[config.mk]
export PLATFORM = sky130hd
export DESIGN_NAME = checkpoint_sequencer
export DESIGN_NICKNAME = d
export VERILOG_FILES = /design/src/rtl/chkseq_pkg.sv /design/src/rtl/chkseq_age_table.sv /design/src/rtl/checkpoint_sequencer.sv
export SDC_FILE = /design/constraint.sdc
export NUM_CORES = 1
export LEC_CHECK = 0
export CAP_MARGIN = 20
export CORE_ASPECT_RATIO = 0.6
export CORE_MARGIN = 1
export CORE_UTILIZATION = 49
export CTS_CLUSTER_SIZE = 8
export DETAILED_ROUTE_END_ITERATION = 10
export PLACE_DENSITY = 0.91
export SYNTH_ARGS = -nofsm -noshare
export SYNTH_HDL_FRONTEND = slang
export SYNTH_SLANG_ARGS = --single-unit
[constraint.sdc]
create_clock -name CLK -period 3 [get_ports CLK]
set_clock_uncertainty 0.1 [all_clocks]
set_input_delay 0.6 -clock CLK [delete_from_list [all_inputs] [get_ports CLK]]
set_output_delay 0.6 -clock CLK [all_outputs]
set_load 0.1 [all_outputs]
[src/rtl/chkseq_pkg.sv]
// rtl/chkseq_pkg.sv - shared types and constants for the checkpoint sequencer
package chkseq_pkg;

    // Widest checkpoint ID the tracker record can hold; replica_width must not exceed it
    localparam int CHKSEQ_ID_W_MAX = 8;

    typedef logic [CHKSEQ_ID_W_MAX-1:0] chk_id_t;

    // One tracker slot, head of the age order is the oldest live checkpoint
    typedef struct packed {
        logic    valid;
        chk_id_t id;
        logic    resolved;
        logic    mispred;
    } chk_entry_t;

    typedef enum logic {
        ST_RUN   = 1'b0,
        ST_FLUSH = 1'b1
    } seq_state_e;

    // {DO_REL, DO_ROLL} command encodings sent to the register file
    typedef logic [1:0] chk_cmd_t;
    localparam chk_cmd_t CMD_NONE     = 2'b00;
    localparam chk_cmd_t CMD_RELEASE  = 2'b10;
    localparam chk_cmd_t CMD_ROLLBACK = 2'b11;

    function automatic chk_cmd_t head_cmd(input logic rollbk, input logic mispred);
        if (!rollbk) begin
            return CMD_NONE;
        end
        return mispred ? CMD_ROLLBACK : CMD_RELEASE;
    endfunction

endpackage

[src/rtl/chkseq_age_table.sv]
// rtl/chkseq_age_table.sv - age-ordered checkpoint tracker with associative resolve
module chkseq_age_table
    import chkseq_pkg::*;
#(
    parameter int replica_width = 2,
    parameter int num_replicas  = 4
) (
    input  logic                     clk_i,
    input  logic                     rst_ni,
    input  logic                     push_i,
    input  logic [replica_width-1:0] push_id_i,
    input  logic                     resolve_i,
    input  logic [replica_width-1:0] resolve_id_i,
    input  logic                     resolve_mispred_i,
    input  logic                     pop_i,
    input  logic                     flush_i,
    output logic                     head_valid_o,
    output logic [replica_width-1:0] head_id_o,
    output logic                     head_resolved_o,
    output logic                     head_mispred_o,
    output logic [replica_width:0]   count_o,
    output logic                     full_o
);

    localparam int PTR_W = (num_replicas > 1) ? $clog2(num_replicas) : 1;
    localparam int CNT_W = replica_width + 1;
    localparam logic [PTR_W-1:0] PTR_LAST = PTR_W'(num_replicas - 1);

    chk_entry_t       entries_q [num_replicas];
    chk_entry_t       entries_d [num_replicas];
    logic [PTR_W-1:0] head_q, head_d;
    logic [PTR_W-1:0] tail_q, tail_d;
    logic [CNT_W-1:0] count_q, count_d;

    function automatic logic [PTR_W-1:0] ptr_inc(input logic [PTR_W-1:0] p);
        return (p == PTR_LAST) ? '0 : p + 1'b1;
    endfunction

    // Next-state: flush wins outright; otherwise resolve, pop and push apply together
    always_comb begin
        entries_d = entries_q;
        head_d    = head_q;
        tail_d    = tail_q;
        count_d   = count_q;
        if (flush_i) begin
            for (int i = 0; i < num_replicas; i++) begin
                entries_d[i] = '0;
            end
            head_d  = '0;
            tail_d  = '0;
            count_d = '0;
        end else begin
            for (int i = 0; i < num_replicas; i++) begin
                if (resolve_i && entries_q[i].valid &&
                    entries_q[i].id == chk_id_t'(resolve_id_i)) begin
                    entries_d[i].resolved = 1'b1;
                    entries_d[i].mispred  = resolve_mispred_i;
                end
                if (pop_i && PTR_W'(i) == head_q) begin
                    entries_d[i] = '0;
                end
                if (push_i && PTR_W'(i) == tail_q) begin
                    entries_d[i] = '{valid: 1'b1, id: chk_id_t'(push_id_i),
                                     resolved: 1'b0, mispred: 1'b0};
                end
            end
            if (pop_i) begin
                head_d = ptr_inc(head_q);
            end
            if (push_i) begin
                tail_d = ptr_inc(tail_q);
            end
            case ({push_i, pop_i})
                2'b10:   count_d = count_q + 1'b1;
                2'b01:   count_d = count_q - 1'b1;
                default: count_d = count_q;
            endcase
        end
    end

    // Tracker state registers, cleared asynchronously
    always_ff @(posedge clk_i or negedge rst_ni) begin
        if (!rst_ni) begin
            for (int i = 0; i < num_replicas; i++) begin
                entries_q[i] <= '0;
            end
            head_q  <= '0;
            tail_q  <= '0;
            count_q <= '0;
        end else begin
            entries_q <= entries_d;
            head_q    <= head_d;
            tail_q    <= tail_d;
            count_q   <= count_d;
        end
    end

    assign head_valid_o    = entries_q[head_q].valid;
    assign head_id_o       = entries_q[head_q].id[replica_width-1:0];
    assign head_resolved_o = entries_q[head_q].resolved;
    assign head_mispred_o  = entries_q[head_q].mispred;
    assign count_o         = count_q;
    assign full_o          = (count_q == CNT_W'(num_replicas));

endmodule

[src/rtl/checkpoint_sequencer.sv]
// rtl/checkpoint_sequencer.sv - checkpoint alloc/retire sequencer; CHKSEQ_STATS_EN enables commit/squash counters
module checkpoint_sequencer
    import chkseq_pkg::*;
#(
    parameter int replica_width = 2,
    parameter int num_replicas  = 4
) (
    input  logic                     CLK,
    input  logic                     RST_N,
    input  logic                     ALLOC_REQ,
    output logic                     ALLOC_GNT,
    output logic [replica_width-1:0] ALLOC_ID,
    input  logic                     CHK_READY,
    input  logic [replica_width-1:0] CHK_IN,
    output logic                     CHK_E,
    input  logic                     RESOLVE_E,
    input  logic [replica_width-1:0] RESOLVE_ID,
    input  logic                     RESOLVE_MISPRED,
    output logic                     ROLLBK_E,
    output logic                     DO_ROLL,
    output logic                     DO_REL,
    output logic [replica_width-1:0] ROLLBK_ID,
    output logic                     SQUASH,
    output logic [replica_width:0]   OUTSTANDING,
    output logic [15:0]              NUM_COMMIT,
    output logic [15:0]              NUM_SQUASH
);

    seq_state_e               state_q;
    logic                     run;
    logic                     head_valid;
    logic [replica_width-1:0] head_id;
    logic                     head_resolved;
    logic                     head_mispred;
    logic [replica_width:0]   count;
    logic                     full;
    logic                     rollbk;
    logic                     alloc_gnt;
    logic                     pop;
    logic                     squash;
    chk_cmd_t                 cmd;

    assign run = (state_q == ST_RUN);

    // Rollback is decoded purely from registered tracker state, so it lags a head resolve by one cycle
    assign rollbk = run & head_valid & head_resolved;
    assign cmd    = head_cmd(rollbk, head_mispred);
    assign pop    = rollbk & ~head_mispred;
    assign squash = rollbk & head_mispred;

    // Rollback owns the register-file port, so it blocks any grant in the same cycle
    assign alloc_gnt = RST_N & ALLOC_REQ & CHK_READY & ~full & ~rollbk & run;

    chkseq_age_table #(
        .replica_width (replica_width),
        .num_replicas  (num_replicas)
    ) u_age_table (
        .clk_i             (CLK),
        .rst_ni            (RST_N),
        .push_i            (alloc_gnt),
        .push_id_i         (CHK_IN),
        .resolve_i         (RESOLVE_E & run),
        .resolve_id_i      (RESOLVE_ID),
        .resolve_mispred_i (RESOLVE_MISPRED),
        .pop_i             (pop),
        .flush_i           (squash),
        .head_valid_o      (head_valid),
        .head_id_o         (head_id),
        .head_resolved_o   (head_resolved),
        .head_mispred_o    (head_mispred),
        .count_o           (count),
        .full_o            (full)
    );

    // Sequencer FSM: a squash parks for exactly one FLUSH cycle before resuming
    always_ff @(posedge CLK or negedge RST_N) begin
        if (!RST_N) begin
            state_q <= ST_RUN;
        end else begin
            case (state_q)
                ST_RUN:   state_q <= squash ? ST_FLUSH : ST_RUN;
                ST_FLUSH: state_q <= ST_RUN;
                default:  state_q <= ST_RUN;
            endcase
        end
    end

    assign ALLOC_GNT   = alloc_gnt;
    assign CHK_E       = alloc_gnt;
    assign ALLOC_ID    = CHK_IN;
    assign ROLLBK_E    = rollbk;
    assign ROLLBK_ID   = rollbk ? head_id : '0;
    assign DO_REL      = cmd[1];
    assign DO_ROLL     = cmd[0];
    assign SQUASH      = squash;
    assign OUTSTANDING = count;

`ifdef CHKSEQ_STATS_EN
    logic [15:0] num_commit_q;
    logic [15:0] num_squash_q;

    // Saturating retirement statistics
    always_ff @(posedge CLK or negedge RST_N) begin
        if (!RST_N) begin
            num_commit_q <= '0;
            num_squash_q <= '0;
        end else begin
            if (pop && num_commit_q != 16'hFFFF) begin
                num_commit_q <= num_commit_q + 16'd1;
            end
            if (squash && num_squash_q != 16'hFFFF) begin
                num_squash_q <= num_squash_q + 16'd1;
            end
        end
    end

    assign NUM_COMMIT = num_commit_q;
    assign NUM_SQUASH = num_squash_q;
`else
    assign NUM_COMMIT = '0;
    assign NUM_SQUASH = '0;
`endif

endmodule

==> reports/qor.yml <==
outcome: "finished clean"
drv_cap: 0
final_cells: 268
yosys_warnings: 0
cts_tree: "yes"
fmax_ghz: 0.3563
via_per_inst: 5.116
fin_nets: 231
synth_top_area_share_pct: 34.06
crit_type: "reg -> out"
initial_utilization_pct: 53.43
worstPathCellList: "nand4b_1 > a41o_1 > clkinv_4 > and2_2 > buf_12"
antenna_found_initial: 0
clockBufferDepth: 2
p_sw_share_pct: 52.54
start_kind: "flop"
core_sq_um: 3850
setup-violations-final: 0
synth_common_cells: "buf_4 (37), dfrtp_1 (28), o21ai_0 (14)"
syn2layout_area_growth_pct: 9.550
diodes: 0
hold_viol_final: 0
dp.cells: 264
grt_start_max_net_pins: 29
slowest_stage: "dfrtp_1"
power.switching_mw: 1.344
netlist_area_sq_um: 2057
r2r_start: "u_age_table.head_q[0]"
rows: 17
ctsHoldBuffers: 0
h-tree-depth: 1
crit_required_ns: 2.30
drtAntennaViolNets: 0
post_cts_buffers: 0
synth-seq-cells: 28
yosysTopAreaCell: "dfrtp_1"
crit_path_start: "u_age_table.head_q[0]"
cts_made_buffers: 3
hp-start: "u_age_table.entries_q[1]"
synth.area.top_cells: "dfrtp_1 (34%), buf_4 (14%), mux2i_1 (5.8%)"
p_seq_share_pct: 28.9
cts-root-buf: "clkbuf_8"
final.setup.tns_ns: 0
die_height_microns: 52.19
num_io_pins: 55
drc: 0
async_flop_share_pct: 100.0
grt_pass1_wl_mm: 6.858
fp.dieW_microns: 85.65
slew_viol_final: 0
yosysMostFrequentCell: "buf_4"
io_buffer_count: 22
internal-power_mw: 1.214
rsz0062_at_grt: "no"
synth_flop_cell: "dfrtp_1"
insertion_delay_ns: 0.28
post_synth_num_cell_types: 43
syn_avg_cell_area_sq_um: 10.39
cpPeakStageDelay_ns: 0.54
drt_pass1_iterations: 4
ys_seq_area_share_pct: 34.06
place.gp.congestion: 0.8648
clock-sinks: 28
cp.arrival_ns: 2.11
hp-class: "reg -> reg"
layout-drive-gt1-share_pct: 19.91
wl_mm: 4.106
crit_fanout: 11
ir_worst_vdd_v: 0.0006333
routedWlPerCell_microns: 15.32
clock_power_share_pct: 11.7
path_clk_slew_ns: 0.09
p_leak_nw: 1.007
vias: 1371
period_share_pct: 93.56
r2r_setup_slack_ns: 0.63
p_per_area_nw_per_um2: 1135
ctsResizeCount: 0
pwr-share-comb_pct: 59.4
n_fill_cell: 323
syn-instance-count: 198
grt_overflow: 0
grt_pass1_vias: 1378
finalHoldWorstSlack_ns: 0.4421
min_period_ns: 2.807
die_area_sq_um: 4469
dp_hpwl_mm: 3.101
drtIter0Drc: 102
grt.total_usage_pct: 20.67
cp-end-kind: "output port"
synth_edf_count: 0
==> flip-flops by register name, summed over array words and instances (netlist names) <==
| register | flops |
|---|---|
| state_q | 1 |
| u_age_table.count_o | 3 |
| u_age_table.head_q | 2 |
| u_age_table.entries_q | 20 |
| u_age_table.tail_q | 2 |
==> critical path: cells and delay by family, from the launching register on <==
family	cells	cell delay, ns
and+or+nand+nor	2	0.58
DFF	1	0.54
AOI/OAI and AO/OA	1	0.35
buffers and inverters	2	0.33
==> cell usage in the layout (no fill, tap or decap), types with 2 or more instances in the layout <==
| cell | synthesis | routed |
|---|---|---|
| nand3b_1 | 5 | 5 |
| buf_12 | 0 | 8 |
| conb_1 | 1 | 32 |
| nor2_1 | 7 | 6 |
| nor2_2 | 8 | 8 |
| inv_1 | 6 | 6 |
| ha_1 | 8 | 8 |
| buf_4 | 37 | 7 |
| mux4_1 | 2 | 2 |
| mux2i_1 | 12 | 12 |
| clkdlybuf4s50_1 | 0 | 9 |
| and2_2 | 2 | 2 |
| nor3_1 | 10 | 10 |
| o21ai_1 | 2 | 2 |
| and3_4 | 4 | 4 |
| nand3_1 | 2 | 2 |
| dfrtp_1 | 28 | 28 |
| nor3_2 | 2 | 2 |
| o21ai_0 | 14 | 14 |
| nand4_1 | 2 | 2 |
| nand4b_1 | 2 | 2 |
| xor2_1 | 8 | 8 |
| nand2b_1 | 4 | 4 |
| a21oi_1 | 3 | 3 |
| clkbuf_8 | 0 | 3 |
| and2_1 | 2 | 2 |
==> stage by stage <==
stage | worst slack, ns | total power, mW | util (%) | cell area [sq um]
6_report | 0.1933 | 2.559 | 58.53 | 2253
5_1_grt | 0.1187 | 2.710 | 58.53 | 2253
4_1_cts | 0.2184 | 2.554 | 58.53 | 2253
3_5_place_dp | 0.3594 | 2.244 | 56.68 | 2182
3_3_place_gp | 0.3609 | 2.201 | 56.68 | 2182
2_1_floorplan | 0.04033 | 1.965 | - | 2181
==> per-layer routing <==
layer	part of all wire [%]	routed length [microns]	vias to the layer above	GRT usage, %
li1	-	-	641	-
met1	45	1828	667	29.38
met2	46	1876	59	31.47
met3	8.9	365	4	5.827
met4	0.88	36	0	4.722
met5	0	0	-	0
==> logic make-up after synthesis <==
group / Yosys count / share of synthesized area [%]
AO/OA/AOI/OAI: 25 / 6.996
adder cells (fa/ha/maj): 9 / 5.840
flip-flops: 28 / 34.06
other: 1 / 0.1823
AND/OR/NAND/NOR: 57 / 19.40
buffers and inverters: 53 / 19.65
multiplexers: 16 / 10.04
XOR/XNOR: 9 / 3.832
==> final timing paths <==
check	endpoint	cells past startpoint
max	SQUASH	5
min	u_age_table.entries_q[1]	2
max reg2reg	u_age_table.count_o[1]	4
min reg2reg	u_age_table.entries_q[1]	2
max in group asynchronous	u_age_table.entries_q[10]	2
min in group asynchronous	u_age_table.entries_q[14]	2
==> area by class of cell <==
| class | count | area, sq um | area share [%] |
|---|---|---|---|
| clock inverters | 1 | 30.03 | 1.333 |
| flip-flops and latches | 28 | 700.7 | 31.09 |
| repair buffers | 24 | 302.8 | 13.44 |
| multi-input cells | 148 | 1076 | 47.75 |
| well taps | 57 | 71.32 | 3.165 |
| clock buffers | 3 | 41.29 | 1.832 |
| inverters | 7 | 31.28 | 1.388 |
==> power groups by stage <==
stage          Combinational [mW]  Clock, mW  Sequential (mW)
6_report                     1.52      0.299            0.739
4_1_cts                      1.52      0.303            0.732
3_5_place_dp                 1.51          0            0.733
5_1_grt                      1.63      0.322            0.760
3_3_place_gp                 1.47          0            0.730
2_1_floorplan                1.17          0            0.799
Power figures use the tool's default switching activity.
